File: config.mk
export PLATFORM = sky130hd
export DESIGN_NAME = namuru_dump_collector
export DESIGN_NICKNAME = d
export VERILOG_FILES = /design/src/rtl/namuru_dump_collector.sv
export SDC_FILE = /design/constraint.sdc
export NUM_CORES = 1
export LEC_CHECK = 0
export CELL_PAD_IN_SITES_DETAIL_PLACEMENT = 0
export CELL_PAD_IN_SITES_GLOBAL_PLACEMENT = 1
export CORE_UTILIZATION = 40
export DETAILED_ROUTE_END_ITERATION = 8
export PLACE_DENSITY_LB_ADDON = 0.1
export SLEW_MARGIN = 20
export SYNTH_ARGS = -nofsm -noshare
export SYNTH_HDL_FRONTEND = slang
export SYNTH_SLANG_ARGS = --single-unit
File: constraint.sdc
create_clock -name correlator_clk -period 5.7 [get_ports correlator_clk]
set_input_delay 0.57 -clock correlator_clk [delete_from_list [all_inputs] [get_ports correlator_clk]]
set_output_delay 0.57 -clock correlator_clk [all_outputs]
set_load 0.01 [all_outputs]
File: src/rtl/namuru_dump_collector.sv
// namuru_dump_collector: Wishbone master that drains correlator dumps into a record FIFO.
// Optional ack watchdog is enabled by defining NAMURU_DC_TIMEOUT_EN.
module namuru_dump_collector #(
    parameter int DEPTH   = 32,
    parameter int AW      = 5,
    parameter int TIMEOUT = 15
) (
    input  logic          correlator_clk,
    input  logic          correlator_rst,
    input  logic          accum_int,
    output logic [31:0]   m_adr_o,
    output logic [31:0]   m_dat_o,
    input  logic [31:0]   m_dat_i,
    output logic          m_we_o,
    output logic [3:0]    m_sel_o,
    output logic          m_cyc_o,
    output logic          m_stb_o,
    input  logic          m_ack_i,
    input  logic          rd_en,
    output logic [31:0]   rd_data,
    output logic          rd_empty,
    output logic [AW:0]   rd_level,
    output logic          overflow,
    input  logic          ovf_clr,
    output logic          irq,
    output logic          busy
);
    typedef enum logic [2:0] {IDLE, RD_STAT, RD_ND, HDR, RD_ACC, WR_CLR} state_t;

    state_t      state_q, state_d;
    logic [2:0]  idx_q, idx_d;
    logic        cyc_q, cyc_d, we_q, we_d;
    logic [31:0] adr_q, adr_d, dat_q, dat_d;
    logic [1:0]  stat_q, stat_d;
    logic        nd_q, nd_d;
    logic [15:0] seq_q, seq_d;
    logic        acc_q, pend_q, pend_d, ovf_q, ovf_d;
    logic [AW:0] wptr_q, wptr_d, rptr_q, rptr_d, level;
    logic [31:0] mem [DEPTH];
    logic        trig, ack, bus_st, push, pop, ovf_set;
    logic [31:0] push_data;
    logic        unused_hi;

`ifdef NAMURU_DC_TIMEOUT_EN
    localparam int TW = $clog2(TIMEOUT + 1);
    logic [TW-1:0] tmo_q, tmo_d;
    logic [AW:0]   wsave_q, wsave_d;
`endif

    assign unused_hi = ^m_dat_i[31:16];
    assign trig      = accum_int & ~acc_q;
    assign ack       = cyc_q & m_ack_i;
    assign level     = wptr_q - rptr_q;
    assign pop       = rd_en & (level != '0);
    assign bus_st    = (state_q == RD_STAT) || (state_q == RD_ND) ||
                       (state_q == RD_ACC) || (state_q == WR_CLR);

    always_comb begin
        state_d   = state_q;
        idx_d     = idx_q;
        cyc_d     = cyc_q;
        we_d      = we_q;
        adr_d     = adr_q;
        dat_d     = dat_q;
        stat_d    = stat_q;
        nd_d      = nd_q;
        seq_d     = seq_q;
        pend_d    = pend_q | (trig & (state_q != IDLE));
        ovf_set   = 1'b0;
        push      = 1'b0;
        push_data = '0;
`ifdef NAMURU_DC_TIMEOUT_EN
        wsave_d   = wsave_q;
        tmo_d     = cyc_q ? tmo_q + 1'b1 : '0;
`endif
        unique case (state_q)
            IDLE: begin
                if (trig || pend_q) begin
                    state_d = RD_STAT;
                    pend_d  = 1'b0;
                end
            end
            RD_STAT: begin
                if (ack) begin
                    stat_d  = m_dat_i[1:0];
                    state_d = RD_ND;
                end
            end
            RD_ND: begin
                if (ack) begin
                    nd_d    = m_dat_i[0];
                    state_d = HDR;
                end
            end
            HDR: begin
`ifdef NAMURU_DC_TIMEOUT_EN
                wsave_d = wptr_q;
`endif
                if (nd_q && level <= (AW+1)'(DEPTH - 7)) begin
                    push      = 1'b1;
                    push_data = {8'hA5, seq_q, 5'd0, nd_q, stat_q};
                    idx_d     = '0;
                    state_d   = RD_ACC;
                end else begin
                    ovf_set = nd_q;
                    state_d = WR_CLR;
                end
            end
            RD_ACC: begin
                if (ack) begin
                    push      = 1'b1;
                    push_data = {16'd0, m_dat_i[15:0]};
                    if (idx_q == 3'd5) begin
                        seq_d   = seq_q + 16'd1;
                        state_d = WR_CLR;
                    end else begin
                        idx_d = idx_q + 3'd1;
                    end
                end
            end
            WR_CLR: begin
                if (ack) state_d = IDLE;
            end
            default: state_d = IDLE;
        endcase

        // Each bus state launches its transfer one cycle after entry or after the previous ack.
        if (bus_st && !cyc_q) begin
            cyc_d = 1'b1;
            we_d  = 1'b0;
            dat_d = '0;
            case (state_q)
                RD_STAT: adr_d = 32'h380;
                RD_ND:   adr_d = 32'h384;
                RD_ACC:  adr_d = 32'h10 + {27'd0, idx_q, 2'b00};
                default: begin
                    adr_d = 32'h390;
                    we_d  = 1'b1;
                    dat_d = 32'h3;
                end
            endcase
        end
        if (ack) cyc_d = 1'b0;

        wptr_d = wptr_q + {{AW{1'b0}}, push};
        rptr_d = rptr_q + {{AW{1'b0}}, pop};
`ifdef NAMURU_DC_TIMEOUT_EN
        if (cyc_q && !m_ack_i && tmo_q == TW'(TIMEOUT - 1)) begin
            cyc_d   = 1'b0;
            state_d = IDLE;
            ovf_set = 1'b1;
            if (state_q == RD_ACC) wptr_d = wsave_q;
        end
`endif
        ovf_d = ovf_clr ? 1'b0 : (ovf_q | ovf_set);
    end

    always_ff @(posedge correlator_clk) begin
        if (correlator_rst) begin
            state_q <= IDLE;
            idx_q   <= '0;
            cyc_q   <= 1'b0;
            we_q    <= 1'b0;
            adr_q   <= '0;
            dat_q   <= '0;
            stat_q  <= '0;
            nd_q    <= 1'b0;
            seq_q   <= '0;
            acc_q   <= 1'b0;
            pend_q  <= 1'b0;
            ovf_q   <= 1'b0;
            wptr_q  <= '0;
            rptr_q  <= '0;
`ifdef NAMURU_DC_TIMEOUT_EN
            tmo_q   <= '0;
            wsave_q <= '0;
`endif
        end else begin
            state_q <= state_d;
            idx_q   <= idx_d;
            cyc_q   <= cyc_d;
            we_q    <= we_d;
            adr_q   <= adr_d;
            dat_q   <= dat_d;
            stat_q  <= stat_d;
            nd_q    <= nd_d;
            seq_q   <= seq_d;
            acc_q   <= accum_int;
            pend_q  <= pend_d;
            ovf_q   <= ovf_d;
            wptr_q  <= wptr_d;
            rptr_q  <= rptr_d;
`ifdef NAMURU_DC_TIMEOUT_EN
            tmo_q   <= tmo_d;
            wsave_q <= wsave_d;
`endif
        end
    end

    always_ff @(posedge correlator_clk) begin
        if (push) mem[wptr_q[AW-1:0]] <= push_data;
    end

    assign m_adr_o  = adr_q;
    assign m_dat_o  = dat_q;
    assign m_we_o   = we_q;
    assign m_sel_o  = 4'hF;
    assign m_cyc_o  = cyc_q;
    assign m_stb_o  = cyc_q;
    assign rd_data  = mem[rptr_q[AW-1:0]];
    assign rd_empty = (level == '0);
    assign rd_level = level;
    assign overflow = ovf_q;
    assign irq      = (level >= (AW+1)'(7));
    assign busy     = (state_q != IDLE);
endmodule

==> results.md <==
- Status: finished, final reports clean
- Ys async rst share: 0
- Setup Buffers After CTS: 0
- Achievable Freq: 217 MHz
- Global-route wire length before repair: 119000 um
- Initial antenna violation count: 0
- Total wire length: 82300 um
- Syn Inst Count: 1642
- Syn avg cell area: 20.5 um2
- P_leak: 0.0138 uW
- Vias per cell: 5.53
- Crit start category: register
- Vias post-DR: 16100
- Post-Syn Area: 33600 um2
- Most used DFF post-synth: edfxtp_1
- Total Routing Usage GR: 0.196
- Yosys cell types: 50
- Worst hold path endpoint: m_adr_o[2]$_SDFFE_PP0P_
- Share of cells above drive strength 1: 0.261
- Most common cell after layout, fill and taps aside: edfxtp_1
- Max-Cap Viols: 0
- Filler instances: 6959
- Total core area: 82600 um2
- WL per Instance: 28.2 um
- Final Cycle Share: 0.808
- Flops & latches, synth: 847
- Initial DRT Pass Iterations: 5
- Initial DRC Count: 1352
- Worst-path maximum fanout: 35
- # IOs: 151
- Total negative slack: 0 ps
- CTS H-tree lvls: 3
- Min Hold Slack: 489 ps
- Final setup fails: 0
- # rows: 105
- GR Overflow Total: 0
- Peak VDD IR: 0.271 mV
- Unrepaired setup endpoints after global routing: false
- Worst reg2reg path endpoint: mem[10][5]$_DFFE_PP_
- Pwr Density: 368 nW/um2
- Worst Hold Depth: 2
- Int Pwr: 10800 uW
- Path depth of the worst reg2reg path: 11
- DP HPWL: 44100 um
- Crit path capture type: output port
- Clk pwr share: 0.391
- Fin crit period: 4610 ps
- CP required: 5130 ps
- Die Wd: 292 um
- Nets@finish: 1829
- Worst skew pair latency: 650 ps
- I/O Buffers: 71
- Endpoints failing hold: 0
- Skew final: 26.0 ps
- Placed insts: 2755
- Post-Layout Cell Count: 2921
- Switch share: 0.242
- Relative slew margins: 0.307
- Drt drc: 0
- CTS buffer count: 90
- Reg2reg setup slack: 1630 ps
- Combinational fraction of design power: 0.133
- Clock-pin slew on the worst setup and hold paths: 50 ps
- CTS tree: done
- P&R area growth vs syn: 14.7%
- Flop pwr share: 0.477
- Cts-stage hold buffer count: 0
- Full die area: 85200 um2
- Sequential fraction of the synthesis area: 0.743
- Number of synthesized flops with an enable pin: 800
- Max Buffers Root-to-Sink: 3
- Synth warnings: 0
- Tightest Pin Transition: 1040 ps
- Hold path startpoint: m_adr_o[2]$_SDFFE_PP0P_
- Clock Tree Root: clkbuf_16
- RR Startpoint: rptr_q[1]$_SDFF_PP0_
- # diodes: 0
- WP data arrival: 4040 ps
- Number of global-route vias before repair: 16700
- Most frequent cells in the layout: edfxtp_1 (800), mux4_2 (225), clkbuf_16 (90), clkdlybuf4s50_1 (70), buf_4 (68)
- Critical path type: reg -> out
- Slew Viols, Final: 0
- Hold Crit Class: reg -> reg
- Clock sink count: 847
- CTS resizes: 0
- Final Wtd Congestion: 0.765
- Largest net degree at the start of global routing: 126
- Die Span Y: 292 um
- Net Switching: 3440 uW
- Initial core utilization: 0.407
- Post-route ant nets: 0
through the flow:
step	utilization	cell area, um2	worst slack (ps)	total power, uW
6_report	0.466	38500	1090	14200
5_1_grt	0.466	38500	880	14700
3_5_place_dp	0.432	35700	1450	8850
4_1_cts	0.466	38500	1020	14400
3_3_place_gp	0.432	35700	1480	8860
2_1_floorplan	-	33800	554	8250
cell type report:
type	count	area [um2]	area share
sequential	847	25000	0.648
timing repair buffer	144	1320	0.0341
clock buffer	114	2370	0.0616
inverter	17	66.3	0.00172
clock inverter	51	422	0.0109
tap	1070	1340	0.0347
multi-input combinational	678	8050	0.209
critical path, cell delays in order, from the launching register on:
cell	delay (ps)
dfxtp_2	330
inv_4	250
buf_4	630
buf_4	670
mux2i_1	190
a32oi_1	480
o21a_1	250
clkdlybuf4s50_1	540
cell families after synthesis:
group           synth area share
fa+ha+maj                0.00506
xor+xnor                 0.00652
other cells             0.000223
compound gates            0.0231
flops                      0.743
buf+inv                   0.0301
simple gates              0.0325
mux                        0.160
cell usage after synthesis, types with 13 or more instances:
cell type    n  share of area
a32oi_1     25         0.0065
buf_1       16         0.0018
buf_2       34         0.0051
buf_4       72          0.016
clkbuf_1    35         0.0039
dfxtp_1     47          0.028
edfxtp_1   800           0.71
inv_1       14         0.0016
mux2i_1     30         0.0089
mux4_2     225           0.15
nand2_1     62         0.0069
nand3_1     13         0.0019
nor2_1      38         0.0042
nor3_1      45         0.0067
o21a_1      25         0.0056
xnor2_1     16         0.0042
flip-flops by register name, indices dropped and copies added (netlist names), 2 cells and up:
register,cells
mem,800
seq_q,16
rptr_q,6
wptr_q,6
m_adr_o,5
idx_q,3
state_q,3
stat_q,2
power by group through the flow:
stage	registers, uW	logic [uW]	clock network (uW)
3_5_place_dp	6900	1950	0
2_1_floorplan	6850	1410	0
4_1_cts	6770	1950	5690
3_3_place_gp	6900	1960	0
5_1_grt	6770	2040	5910
6_report	6770	1880	5550
worst max-delay path by stage:
stage | from | end | slack [ps]
6_report | rptr_q[2]$_SDFF_PP0_ | rd_data[12] | 1090
3_5_place_dp | rptr_q[1]$_SDFF_PP0_ | mem[15][10]$_DFFE_PP_ | 1450
5_1_grt | rptr_q[2]$_SDFF_PP0_ | rd_data[12] | 880
4_1_cts | rptr_q[2]$_SDFF_PP0_ | rd_data[12] | 1020
2_1_floorplan | rptr_q[1]$_SDFF_PP0_ | mem[1][0]$_DFFE_PP_ | 550
3_3_place_gp | rptr_q[1]$_SDFF_PP0_ | mem[14][10]$_DFFE_PP_ | 1480
routing by layer:
layer,GRT usage,share of wire
met1,0.280,0.45
met2,0.322,0.49
met3,0.0266,0.033
met4,0.0439,0.019
met5,0,0
Note: power is estimated with default switching activity, not from simulation.
